==> src/rtl/aes_pkg.sv <==
// aes_pkg: shared AES state constants, row offsets and byte indexing
package aes_pkg;
    localparam int NB_128 = 4;
    localparam int NB_192 = 6;
    localparam int NB_256 = 8;

    typedef enum logic [1:0] {EMPTY, ONE, FULL} skid_state_t;

    function automatic bit nb_legal(input int nb);
        return nb == NB_128 || nb == NB_192 || nb == NB_256;
    endfunction

    // Rijndael with 8 columns widens the lower two row offsets by one
    function automatic int shift_off(input int nb, input int r);
        return (nb == NB_256 && r >= 2) ? r + 1 : r;
    endfunction

    function automatic int byte_lsb(input int nb, input int c, input int r);
        return 32 * nb - 8 - 8 * (c * 4 + r);
    endfunction
endpackage

==> src/rtl/shift_rows_perm.sv <==
// shift_rows_perm: combinational ShiftRows / InvShiftRows over an NB-column state
module shift_rows_perm
    import aes_pkg::*;
#(
    parameter int NB = 4
) (
    input  logic [32*NB-1:0] din,
    input  logic             inv,
    output logic [32*NB-1:0] dout
);
    if (!nb_legal(NB)) begin : g_bad_nb
        $error("shift_rows_perm: NB must be 4, 6 or 8");
    end
    for (genvar r = 0; r < 4; r++) begin : g_r
        for (genvar c = 0; c < NB; c++) begin : g_c
            localparam int off = shift_off(NB, r);
            assign dout[byte_lsb(NB, c, r) +: 8] = inv ? din[byte_lsb(NB, (c - off + NB) % NB, r) +: 8]
                                                       : din[byte_lsb(NB, (c + off) % NB, r) +: 8];
        end
    end
endmodule

==> src/rtl/shift_rows_pipe.sv <==
// shift_rows_pipe: ShiftRows stage behind a 2-entry skid buffer with valid/ready on both sides
module shift_rows_pipe
    import aes_pkg::*;
#(
    parameter int NB    = 4,
    parameter int TAG_W = 4
) (
    input  logic              clk,
    input  logic              rst,
    input  logic              in_valid,
    output logic              in_ready,
    input  logic [32*NB-1:0]  in_data,
    input  logic              in_inv,
    input  logic [TAG_W-1:0]  in_tag,
    output logic              out_valid,
    input  logic              out_ready,
    output logic [32*NB-1:0]  out_data,
    output logic [TAG_W-1:0]  out_tag
);
    skid_state_t state, state_nxt;
    logic in_ready_q, in_xfer, out_xfer, head_ld, skid_ld;
    logic [32*NB-1:0] perm, head_data, skid_data;
    logic [TAG_W-1:0] head_tag, skid_tag;

    shift_rows_perm #(.NB(NB)) u_perm (.din(in_data), .inv(in_inv), .dout(perm));

    assign in_xfer  = in_valid & in_ready;
    assign out_xfer = out_valid & out_ready;

    always_ff @(posedge clk or posedge rst) begin
        if (rst) begin
            state      <= EMPTY;
            in_ready_q <= 1'b1;
        end else begin
            state      <= state_nxt;
            in_ready_q <= state_nxt != FULL;
        end
    end

    always_comb begin
        state_nxt = (state == EMPTY) ? (in_xfer ? ONE : EMPTY)
                  : (state == ONE)   ? ((in_xfer && !out_xfer) ? FULL : (out_xfer && !in_xfer) ? EMPTY : ONE)
                  : (out_xfer ? ONE : FULL);
    end

    always_comb begin
        in_ready  = in_ready_q;
        out_valid = state != EMPTY;
        out_data  = head_data;
        out_tag   = head_tag;
    end

    // head is the presented beat; skid only fills when head is stalled
    assign head_ld = out_xfer ? (state == FULL || in_xfer) : (in_xfer && state == EMPTY);
    assign skid_ld = in_xfer && !out_xfer && state == ONE;

    always_ff @(posedge clk or posedge rst) begin
        if (rst) begin
            head_data <= '0;
            head_tag  <= '0;
            skid_data <= '0;
            skid_tag  <= '0;
        end else begin
            if (head_ld) begin
                head_data <= (state == FULL) ? skid_data : perm;
                head_tag  <= (state == FULL) ? skid_tag : in_tag;
            end
            if (skid_ld) begin
                skid_data <= perm;
                skid_tag  <= in_tag;
            end
        end
    end
endmodule
==> config.mk <==
export PLATFORM = sky130hd
export DESIGN_NAME = shift_rows_pipe
export DESIGN_NICKNAME = d
export VERILOG_FILES = /design/src/rtl/aes_pkg.sv /design/src/rtl/shift_rows_perm.sv /design/src/rtl/shift_rows_pipe.sv
export SDC_FILE = /design/constraint.sdc
export NUM_CORES = 1
export LEC_CHECK = 0
export ABC_AREA = 1
export CAP_MARGIN = 20
export CORE_MARGIN = 2
export CORE_UTILIZATION = 46
export CTS_CLUSTER_DIAMETER = 120
export CTS_CLUSTER_SIZE = 24
export DETAILED_ROUTE_END_ITERATION = 16
export GPL_TIMING_DRIVEN = 0
export PLACE_DENSITY = 0.75
export SLEW_MARGIN = 10
export SYNTH_ARGS = -nofsm -noshare
export SYNTH_HDL_FRONTEND = slang
export SYNTH_SLANG_ARGS = --single-unit
==> constraint.sdc <==
create_clock -name clk -period 8.5 [get_ports clk]
set_input_delay 1.275 -clock clk [delete_from_list [all_inputs] [get_ports clk]]
set_output_delay 1.275 -clock clk [all_outputs]
set_load 0.02 [all_outputs]
Word level (Yosys, flattened, before mapping):

Cells that the tools add are included.

* register bits after elaboration: 267
* bits of input ports: 137
* word-level logic and storage cells: 37

* equality and inequality tests: 3
* muxes and demuxes: 17
* bitwise logic cells: 2
* reduce and logical (&&, ||, !) cells: 9

Operators by type and width (number)
* $mux W128: 1
* $mux W8: 8
* $mux W2: 4
* $logic_and A1 B1 Y1: 4
* $mux W4: 1
* $mux W1: 3
* $and A1 B1 Y1: 2
* $eq A2 B1 Y1 const B: 1
* $eq A2 B2 Y1 const B: 1
* $logic_not A1 Y1: 2
* $logic_not A2 Y1: 1
* $ne A2 B2 Y1 const B: 1
* $reduce_bool A2 Y1: 1
* $logic_or A1 B1 Y1: 1

Longest topological paths before layout:

* word-level depth: 8
* depth in mapped cells: 10
* gate-level depth less buffers: 8

Cells and area by module:

A second synthesis with hierarchy kept.

* cells, all modules: 1860
* area, all modules: 13588.0 sq um

Modules (own cells, without submodules)
* shift_rows_pipe: times used 1, cells an instance 1590, area an instance 12263.0 sq um
* shift_rows_perm: times used 1, cells an instance 270, area an instance 1325.0 sq um

Least setup slack after synthesis:

Ideal clock, no wire load.

* path kind: input to register
* start point: in in_valid
* end point: reg skid_data[104]
* arrival time: 2268 ps
* required time: 8434 ps
* setup slack: 6167 ps
* stages: 8
* path buffers: 2
* path through: nand2_1 > inv_1 > ha_1 > nand3_2 > buf_2 > clkbuf_1 > nand2_1 > nand2_1

* longest elaborated chain between the ends: 3

Ends and longest elaborated chain
* start: declaration: line shift_rows_pipe.sv:10 `input logic in_valid,`
* $and A1 B1 Y1: line shift_rows_pipe.sv:27 `assign in_xfer = in_valid & in_ready;`
* $logic_and A1 B1 Y1 (2 in series): line shift_rows_pipe.sv:55 `assign skid_ld = in_xfer && !out_xfer && state == ONE;`
* end signal: assignment: line shift_rows_pipe.sv:69 `skid_data <= perm;`
* end: declaration: line shift_rows_pipe.sv:22 `logic [32*NB-1:0] perm, head_data, skid_data;`

No other way between the ends.
A chain may end at the register's enable or synchronous reset.

Worst setup path after layout:

* start point: reg state[1]
* end point: out out_valid

* longest elaborated chain between the ends: 1

Ends and longest elaborated chain
* start: declaration: line shift_rows_pipe.sv:20 `skid_state_t state, state_nxt;`
* start signal: assignment: line shift_rows_pipe.sv:35 `state <= state_nxt;`
* $reduce_bool A2 Y1: line shift_rows_pipe.sv:48 `out_valid = state != EMPTY;`
* end: declaration: line shift_rows_pipe.sv:15 `output logic out_valid,`

No other way between the ends.

==> results.py <==
metrics = {
    "worst_setup_path": {
        "worst-path-buf-inv": 2,
        "worstPathRequired_ns": 7.22,
        "slowest_delay_ns": 0.65,
        "cp_max_fo": 6,
        "slowest_stage": "clkdlybuf4s50_1",
        "path_class": "reg2out",
        "endpoint_kind": "primary output",
        "crit_chain": "inv_2, nand2_1, clkdlybuf4s50_1",
        "critPathTopFamily": "buffers and inverters",
        "critPathArrivalTime_ns": 1.73,
        "crit_path_start_kind": "register",
    },
    "yosys": {
        "synthTopCellsByArea": "dfrtp_1 (53%), nand2_1 (36%), nand3_1 (2.6%)",
        "async_flop_share": 1.000,
        "ys_types": 15,
        "netlist.area_leader.share": 0.5284,
        "synth-edff-count": 0,
        "yosysMostFrequentCell": "nand2_1",
        "synth_commonest_cells": "nand2_1 (1196), dfrtp_1 (266), inv_1 (67), nand3_1 (66), o21ai_0 (66)",
        "netlist_area_mm2": 0.01260,
        "synth_ff_type": "dfrtp_1",
        "synth_area_per_cell_um2": 7.122,
        "syn_nets": 1907,
        "synth_warnings": 0,
        "ys_seq_area_frac": 0.5304,
        "yosysTopAreaCell": "dfrtp_1",
        "netlist_instances": 1769,
        "synth_seq_cells": 267,
    },
    "power_and_ir_drop": {
        "netSwitchingFraction": 0.4253,
        "p_comb_frac": 0.485,
        "p_int_mw": 3.326,
        "power_mw": 5.787,
        "p_leak_nw": 8.949,
        "ir_worst_vdd_uv": 186.3,
        "clkPwrFrac": 0.129,
        "switchingPower_mw": 2.461,
        "power_frac_seq": 0.386,
        "cellPowerDensity_mw_per_mm2": 355.4,
    },
    "timing": {
        "grt_setup_unrepaired": "no",
        "fin_worst_skew_ns": 0.03376,
        "slew_headroom": 0.5035,
        "max_freq_ghz": 0.3330,
        "period_needed_ns": 3.003,
        "setup-violations-final": 0,
        "worst_pin_slew_ns": 0.7432,
        "period_share": 0.3533,
        "fin_setup_tns_ns": 0,
        "hold_violations": 0,
        "drv_slew": 0,
        "holdWs_ns": 0.4818,
    },
    "die": {
        "io-pin-count": 271,
        "row_count": 60,
        "die_h_um": 169.5,
        "initial_core_util": 0.4675,
        "core_mm2": 0.02695,
        "dieArea_mm2": 0.02873,
        "die_x_um": 169.5,
    },
    "finish": {
        "multi_input_area_mm2": 0.005185,
        "seq_area_mm2": 0.006683,
        "fin_nets": 2201,
        "area_growth_pct": 29.24,
        "drive_above_1_share": 0.04898,
        "num-fill-cells": 2457,
        "postLayoutCellArea_mm2": 0.01628,
        "fin_cells": 2405,
    },
    "cts": {
        "cts_resized": 0,
        "tritoncts": "done",
        "clockBufferDepth": 3,
        "root_buffer": "clkbuf_16",
        "h-tree-depth": 1,
        "cts_inserted_buffers": 15,
        "clk_latency_ns": 0.50,
        "cts_setup_buffers": 0,
        "ctsHoldBuffers": 0,
        "cts.sinks": 267,
        "clk_pin_slew_ns": 0.10,
    },
    "global_routing": {
        "antenna_found_initial": 2,
        "grt_pass1_vias": 11460,
        "grt_max_degree": 39,
        "overflow": 0,
        "grtUsageTotal": 0.2617,
        "busiest_layer": "met2",
        "met3_usage": 0.04501,
        "grt_use_met1": 0.3530,
        "grt_first_pass_wirelength_um": 59910,
        "met2_usage": 0.4348,
    },
    "place": {
        "placed_area_mm2": 0.01587,
        "port_buffers": 270,
        "dp_hpwl_um": 28040,
        "placedCellCount": 2387,
        "gp_congestion": 0.8715,
    },
    "routing": {
        "drt_iter0_drc": 1064,
        "avgViaCountPerCell": 4.956,
        "postRouteAntennaNets": 0,
        "drt_pass1_iterations": 5,
        "vias": 11920,
        "drc": 0,
        "wl_per_cell_um": 15.71,
        "totalWireLength_um": 37770,
    },
    "hold_path": {
        "hp-class": "reg2reg",
    },
    "outcome": {
        "run_status": "finished, final reports clean",
    },
    "job": {
        "cap_violations": 0,
    },
}
worst paths after layout:
check                                                   to  depth (start not counted)  slack [ns]                startpoint
worst max-delay path                             out_valid                          3        5.50        state[1]$_DFF_PP0_
worst min-delay path              out_data[10]$_DFFE_PP0P_                          2        0.48  out_data[10]$_DFFE_PP0P_
worst max register to register  skid_data[111]$_DFFE_PP0P_                         10        6.26        state[1]$_DFF_PP0_
worst min register to register    out_data[10]$_DFFE_PP0P_                          2        0.48  out_data[10]$_DFFE_PP0P_
max in group asynchronous        skid_data[25]$_DFFE_PP0P_                          5        6.14                       rst
min in group asynchronous         out_data[54]$_DFFE_PP0P_                          2        1.25                       rst
cells by family after synthesis:
| group | Yosys count | synth area share |
|---|---|---|
| buf+inv | 170 | 0.05800 |
| fa+ha+maj | 1 | 0.0009930 |
| flops | 267 | 0.5304 |
| simple gates | 1265 | 0.3843 |
| compound gates | 66 | 0.02622 |
per-layer routing:
metal | share of wire | routed length, um
met2 | 0.47 | 17760
met5 | 0 | 0
met4 | 0.026 | 987
met3 | 0.065 | 2437
met1 | 0.44 | 16590
cell type report:
type / count / share of cell area
flip-flops and latches: 267 / 0.4104
well taps: 341 / 0.02620
diodes: 2 / 0.0003074
inverters: 73 / 0.01706
clock inverters: 1 / 0.001844
repair buffers: 277 / 0.1746
multi-input cells: 1332 / 0.3184
clock buffers: 15 / 0.02305
plain buffers: 97 / 0.02805
worst reg2reg max path, stage by stage (launching register included):
cell     delay (ns)
dfrtp_1        0.42
inv_2          0.11
nand2_1        0.11
nand2_1        0.09
ha_1           0.17
nand3_2        0.30
inv_2          0.24
buf_2          0.30
buf_2          0.28
nand2_1        0.08
nand2_1        0.07
flip-flops by register name, summed over array words and instances, names as in the netlist:
register / cells
state: 2
skid_tag: 4
out_tag: 4
out_data: 128
skid_data: 128
in_ready: 1
cells in the final DEF, fill, tap and decap left out:
cell type / Yosys / final
buf_12: 0 / 7
o21ai_0: 66 / 66
buf_6: 1 / 1
inv_2: 6 / 6
clkinv_16: 0 / 1
nand3_2: 1 / 1
clkinvlp_4: 0 / 1
ha_1: 1 / 1
clkbuf_1: 25 / 25
buf_2: 65 / 65
nand2_1: 1196 / 1196
diode_2: 0 / 2
nand3_1: 66 / 66
inv_1: 67 / 66
buf_1: 5 / 5
nand2_2: 2 / 2
dfrtp_1: 266 / 266
buf_4: 1 / 1
dfstp_2: 1 / 1
clkbuf_16: 0 / 15
clkdlybuf4s50_1: 0 / 270
stage by stage:
step,setup WS (ns),util
3_5_place_dp,5.105,0.5889
5_1_grt,5.392,0.6041
3_3_place_gp,1.709,0.5837
6_report,5.497,0.6041
4_1_cts,5.477,0.6039
2_1_floorplan,3.700,-
power groups by stage:
stage          combinational [mW]  sequential [mW]  clock, mW
5_1_grt                      3.10             2.30      0.816
6_report                     2.81             2.23      0.749
3_3_place_gp                 2.74             2.23          0
3_5_place_dp                 2.81             2.24          0
2_1_floorplan                1.25             2.57          0
4_1_cts                      2.83             2.23      0.774
No activity file was read; power rests on OpenSTA's default activity.
